<file path="config.mk">
export PLATFORM = sky130hd
export DESIGN_NAME = pwconv_conv_ctrl
export DESIGN_NICKNAME = d
export VERILOG_FILES = /design/src/rtl/pwconv_conv_ctrl.sv
export SDC_FILE = /design/constraint.sdc
export NUM_CORES = 1
export LEC_CHECK = 0
export ABC_AREA = 1
export CORE_ASPECT_RATIO = 1.1
export CORE_MARGIN = 4
export CORE_UTILIZATION = 56
export CTS_CLUSTER_SIZE = 28
export DETAILED_ROUTE_END_ITERATION = 16
export GPL_ROUTABILITY_DRIVEN = 1
export GPL_TIMING_DRIVEN = 1
export HOLD_SLACK_MARGIN = 0.05
export PLACE_DENSITY = 0.79
export RECOVER_POWER = 100
export SYNTH_ARGS = -nofsm -noshare
export SYNTH_HDL_FRONTEND = slang
export SYNTH_SLANG_ARGS = --single-unit
</file>
<file path="constraint.sdc">
create_clock -name clk -period 2.1 [get_ports clk]
set_input_delay 0.315 -clock clk [delete_from_list [all_inputs] [get_ports clk]]
set_output_delay 0.315 -clock clk [all_outputs]
set_load 0.02 [all_outputs]
</file>
<file path="src/rtl/pwconv_conv_ctrl.sv">
// Pointwise-conv sequencer: walks the weight SRAM per pixel and
// presents one (valid, channel) beat per cycle to the MAC array.
module pwconv_conv_ctrl #(
   parameter int NUM_OC = 32,
   parameter int OC_W   = 5,
   parameter int PIX_W  = 16
) (
   input  logic             clk,
   input  logic             rst,
   input  logic             start,
   input  logic [PIX_W-1:0] num_pix,
   input  logic             pix_valid,
   output logic             pix_ready,
   output logic             w_en,
   output logic [OC_W-1:0]  w_cnt,
   output logic             mac_valid,
   output logic [OC_W-1:0]  mac_oc,
   output logic             mac_first,
   output logic             mac_last,
   input  logic             out_ready,
   output logic             busy,
   output logic             done
);

   typedef enum logic [2:0] {
      IDLE,
      WAIT_PIX,
      RUN,
      DRAIN,
      DONE
   } state_t;

   localparam logic [OC_W-1:0] OC_LAST = OC_W'(NUM_OC - 1);

   state_t           state, state_nx;
   logic [OC_W-1:0]  oc_cnt, oc_nx;
   logic [PIX_W-1:0] pix_cnt, pix_nx;
   logic [PIX_W-1:0] last_pix, last_nx;
   logic             issue, accept;

   assign mac_first = mac_valid && (mac_oc == '0);
   assign mac_last  = mac_valid && (mac_oc == OC_LAST);
   assign busy      = (state != IDLE);

   always_comb begin
      state_nx  = state;
      oc_nx     = oc_cnt;
      pix_nx    = pix_cnt;
      last_nx   = last_pix;
      pix_ready = 1'b0;
      done      = 1'b0;
      // A read may issue only when the beat slot is empty or draining.
      issue     = (state == RUN) && (!mac_valid || out_ready);
      accept    = mac_valid && out_ready;
      w_en      = issue;
      w_cnt     = issue ? oc_cnt : '0;
      unique case (state)
         IDLE: begin
            if (start) begin
               state_nx = WAIT_PIX;
               pix_nx   = '0;
               last_nx  = (num_pix == '0) ? '0
                        : num_pix - PIX_W'(1);
            end
         end
         WAIT_PIX: begin
            if (pix_valid) begin
               state_nx = RUN;
               oc_nx    = '0;
            end
         end
         RUN: begin
            if (issue) begin
               if (oc_cnt == OC_LAST) begin
                  state_nx = DRAIN;
               end else begin
                  oc_nx = oc_cnt + OC_W'(1);
               end
            end
         end
         DRAIN: begin
            if (accept && mac_last) begin
               pix_ready = 1'b1;
               if (pix_cnt == last_pix) begin
                  state_nx = DONE;
               end else begin
                  pix_nx   = pix_cnt + PIX_W'(1);
                  state_nx = WAIT_PIX;
               end
            end
         end
         DONE: begin
            done     = 1'b1;
            state_nx = IDLE;
         end
         default: state_nx = IDLE;
      endcase
   end

   always_ff @(posedge clk) begin
      if (rst) begin
         state     <= IDLE;
         oc_cnt    <= '0;
         pix_cnt   <= '0;
         last_pix  <= '0;
         mac_valid <= 1'b0;
         mac_oc    <= '0;
      end else begin
         state    <= state_nx;
         oc_cnt   <= oc_nx;
         pix_cnt  <= pix_nx;
         last_pix <= last_nx;
         // SRAM Q lands one cycle after the address; stalls hold the beat.
         if (issue) begin
            mac_valid <= 1'b1;
            mac_oc    <= oc_cnt;
         end else if (accept) begin
            mac_valid <= 1'b0;
         end
      end
   end

endmodule

</file>
# == Yosys cells after proc, flatten, opt, wreduce, memory -nomap -nowiden ==
# Cells that the tools add are included.
# word_totals
register_bits,46
latch_bits,0
ramBits,0
rom_bits,0
input_bits,21
out_inout_bits,17
word_cells,63
n_memories,0
# classes
add_sub_neg,3
n_mul,0
div_mod_pow,0
n_lt_le_gt_ge,0
eq_ne,14
shifts,0
n_mux,22
bitwise_logic,0
n_reduce_logical,18
# ops
cell,n
$mux 16,4
$pmux 16 s2,1
$mux 5,4
$mux 3,6
$add 16x1->16 const B,1
$eq 16x16->1,1
$logic_not 16->1,1
$sub 16x1->16 const B,1
$ne 2x2->1 const B,6
$pmux 3 s4,1
$eq 5x5->1 const B,2
$pmux 5 s2,1
$reduce_and 4->1,2
$eq 3x2->1 const B,2
$reduce_bool 2->1,3
$add 5x1->5 const B,1
$logic_and 1x1->1,5
$logic_not 5->1,1
$mux 1,5
$reduce_and 5->1,1
$eq 3x1->1 const B,1
$eq 3x3->1 const B,1
$logic_not 3->1,1
$reduce_bool 3->1,1
other kinds (4),4

# == Depth between registers and ports, before layout ==
# logic_depth
word_depth,5
mapped_depth,14
depth_no_buf,12

# == Least setup slack after synthesis ==
# OpenSTA, ideal clock, no wires.
# synth_timing
path_kind,register to output
startpoint,register state[1]
endpoint,output port w_cnt[0]
t_arrival_ns,1.491
required_ns,1.785
slack_ns,0.294
stages_incl_launch_ff,7
path_buffers,0
cell_sequence,dfxtp_1 > inv_2 > nor2_4 > nand2_2 > nor2_1 > inv_2 > nor2_1
# synth_via
elab_chain_len,3
# synth_lines
element,line,rtl
from (decl),35,"state_t state, state_nx;"
from (signal assigned),109,state <= state_nx;
$eq 3x2->1,53,issue = (state == RUN) && (!mac_valid || out_ready);
$logic_and 1x1->1,53,
net w_en,14,"output logic w_en,"
$mux 5,56,w_cnt = issue ? oc_cnt : '0;
to (decl),15,"output logic [OC_W-1:0] w_cnt,"
# The timed path passes the listed nets, and every way through them passes these cells.

# == Worst setup path after layout ==
# layout_timing
startpoint,register state[1]
endpoint,output port w_cnt[1]
# layout_via
elab_chain_len,3
# layout_lines
element,line
$eq 3x2->1,53
$logic_and 1x1->1,53
$mux 5,56
# No other way between the ends.

==> flow_summary.toml <==
[outcome]
run_status = "finished, final reports clean"

[route]
wirelength_um = 6930
detailedRoute.firstIterationViolations = 210
remaining_drc_errors = 0
drt_pass1_iterations = 5
via_count = 3103
ant_nets = 0
wl_per_cell_um = 11.5
drt-vias-per-instance = 5.14

[global_routing]
grt_first_pass_wirelength_um = 12300
first_global_vias = 2875
grt_max_degree = 23
globalRouteOverflowTotal = 0
globalRouteTotalUtil = 0.222
number_of_antenna_violations_at_the_first_check_in_global_routing = 0

[finish]
design.final.nets = 556
ratio_of_cells_with_drive_above_1_in_the_final_layout = 0.0996
layout-area-overhead-vs-synth_pct = 19.6
finish.cell_count_without_fillers = 604
diodes = 0
design_area_um2 = 3590

[yosys]
yosys-top-cells-area = "dfxtp_1 (31%), nand2_1 (18%), nor2_1 (7.5%)"
ys_async_sr_fraction = 0
synth_warn = 0
synthDominantAreaCellType = "dfxtp_1"
seq_area_frac_synth = 0.307
yosys.cell_types.count = 34
most_common_cell_in_the_synthesized_netlist = "nand2_1"
synth.top_cell.area_share = 0.307
ys_dominant_reg_cell = "dfxtp_1"
synth-seq-cells = 46
synthTopCellsByCount = "nand2_1 (146), nor2_1 (60), inv_1 (59)"
synth_cell_area_um2 = 3000
synthesis.instances = 487
synth_edf_count = 0
syn_nets = 512
syn_avg_cell_area_um2 = 6.16

[worst_setup_path]
worst_path_largest_cell_delay_ns = 0.37
cp_cell_sequence = "inv_2 > nor2_4 > nand2_2 > nor2_1 > inv_1 > nor2_1 > dlygate4sd2_1"
crit_path_end_kind = "output pin"
timing.critical_path.mode_cell = "nor2_1"
critPathMaxFanout = 8
arrival_ns = 1.65
cpMaxStageDelayCell = "dfxtp_2"
startpoint_of_the_lowest_slack_register_to_register_path = "oc_cnt[0]"
reg2reg_setup_slack_ns = 0.21
reg2reg_depth = 10
rr_endpoint = "oc_cnt[1]"
critPathRequiredTime_ns = 1.78
cp-start-kind = "register"
path_class = "reg -> out"

[placement]
port-buffer-count = 37
place_hpwl_um = 5400
dpl.cell_count = 596
routabilityCongestion = 0.892
preCtsSetupSlack_ns = -0.104
placedInstanceArea_um2 = 3510

[sta]
final.setup.worst_slack_ns = 0.131
fin_skew_ns = 0.00632
final_max_slew_viol_count = 0
finalWorstPathRequiredPeriod_ns = 1.97
final_setup_violations = 0
final.period_utilization = 0.938
max_freq_mhz = 508
rsz_0062_raised_after_global_routing = "false"
slew_headroom = 0.715
timing.final.hold_violations = 0
worst-slew-pin-transition_ns = 0.426

[worst_hold_path]
hold_path_class = "reg -> reg"
min_path_cells = 2
holdPathEnd = "last_pix[9]"
holdCritStartpoint = "last_pix[9]"

[floorplan]
initial_utilization = 0.588
die-area_um2 = 6590
floorplan.io_pins = 38
floorplan.rows = 27
die-width_um = 77.8
die_height_um = 84.8
core_um2 = 5100

[clock_network]
clock-sinks = 46
htreeDepth = 2
cts_hold_buffers = 0
clock-root-buffer = "clkbuf_8"
worst_setup_hold_path_clk_slew_ns = 0.08
clock_insertion_delay_worst_skew_ns = 0.31
max-clock-path-buffers = 2
tritoncts_clock_tree = "yes"
cts_setup_buffers = 0
tritoncts.num_buffers = 5

[power]
pwr_density_cell_nw_per_um2 = 816
peakVddDrop_uv = 789
leakage_component_of_the_power_nw = 1.42

[job]
max_cap_viol_count = 0
-- worst max path at each step --
stage	from	slack, ns	endpoint	cells past startpoint
2_1_floorplan	state[1]	0.29	w_cnt[0]	6
3_3_place_gp	out_ready	-0.06	w_cnt[0]	6
3_5_place_dp	out_ready	-0.10	w_cnt[0]	6
4_1_cts	mac_valid	0.01	mac_last	4
5_1_grt	oc_cnt[0]	0.03	oc_cnt[1]	10
6_report	state[1]	0.13	w_cnt[1]	7
-- repair_timing --
| action | in CTS | in global routing |
|---|---|---|
| pin swaps | 0 | 0 |
| resized for setup | 7 | 5 |
| gates cloned | 0 | 0 |
| endpoints found under the setup margin | 7 | 7 |
-- through the flow --
step	total power (W)	utilization	hold WS (ns)	setup TNS, ns
2_1_floorplan	0.00194	-	0.458	0
3_3_place_gp	0.00228	0.689	0.470	-0.268
3_5_place_dp	0.00231	0.689	0.474	-0.444
4_1_cts	0.00295	0.708	0.487	0
5_1_grt	0.00314	0.703	0.509	0
6_report	0.00293	0.703	0.490	0
-- per-layer routing --
metal  global-route usage  wire length [um]  up-vias
li1                     -                 -     1622
met1                0.280              3230     1409
met2                0.382              3330       64
met3               0.0300               286        8
met4               0.0858                79        0
met5                    0                 0        -
-- power by group --
part	switching [W]	internal, W
combinational	0.000761	0.000430
sequential	0.0000986	0.000981
clock	0.000307	0.000350
total	0.00117	0.00176
-- registers in the layout, summed over array words and instances (netlist names) --
name and cells:
state 3, mac_valid 1, pix_cnt 16, last_pix 16, mac_oc 5, oc_cnt 5
-- worst max-delay path, delay by kind of cell (launching register included) --
kind	cells	cell delay [ns]
buf+inv	3	0.55
simple gates	4	0.44
flops	1	0.37
-- cells in the final DEF (no fill, tap or decap), types with 2 or more instances in the layout --
| cell | instances |
|---|---|
| a21oi_2 | 4 |
| buf_12 | 2 |
| nor3_2 | 2 |
| dfxtp_1 | 44 |
| ha_1 | 4 |
| clkdlybuf4s15_1 | 2 |
| clkbuf_8 | 5 |
| nand4_1 | 8 |
| clkbuf_4 | 2 |
| xnor2_1 | 8 |
| o21ai_1 | 3 |
| nor2_1 | 60 |
| o21ai_0 | 4 |
| nand2_2 | 2 |
| clkdlybuf4s50_1 | 20 |
| dlygate4sd3_1 | 9 |
| dfxtp_2 | 2 |
| inv_1 | 62 |
| clkinv_2 | 2 |
| nor2_2 | 5 |
| dlygate4sd2_1 | 5 |
| nand2_1 | 147 |
| nor3_1 | 14 |
| nand3_1 | 31 |
| xor2_1 | 8 |
| nand2_4 | 3 |
| a21oi_1 | 40 |
| buf_4 | 9 |
| a211oi_1 | 2 |
| nor3b_1 | 2 |
| inv_2 | 10 |
-- cell families (layout without fill, tap and decap cells) --
kind of cell    Yosys count  count (layout)  synth area share
flops                    46              46             0.307
compound gates           56              56             0.111
simple gates            280             280             0.406
fa+ha+maj                 4               4            0.0167
buf+inv                  85             130             0.113
xor+xnor                 16              16            0.0467
-- final cells by class --
cell class | count | area, um2
Clock inverter | 3 | 40.0
Fill cell | 479 | 1510
Inverter | 72 | 270
Tap cell | 72 | 90.1
Clock buffer | 5 | 68.8
Sequential cell | 46 | 923
Timing Repair Buffer | 50 | 480
Multi-Input combinational cell | 356 | 1710
(Power assumes the default switching activity.)
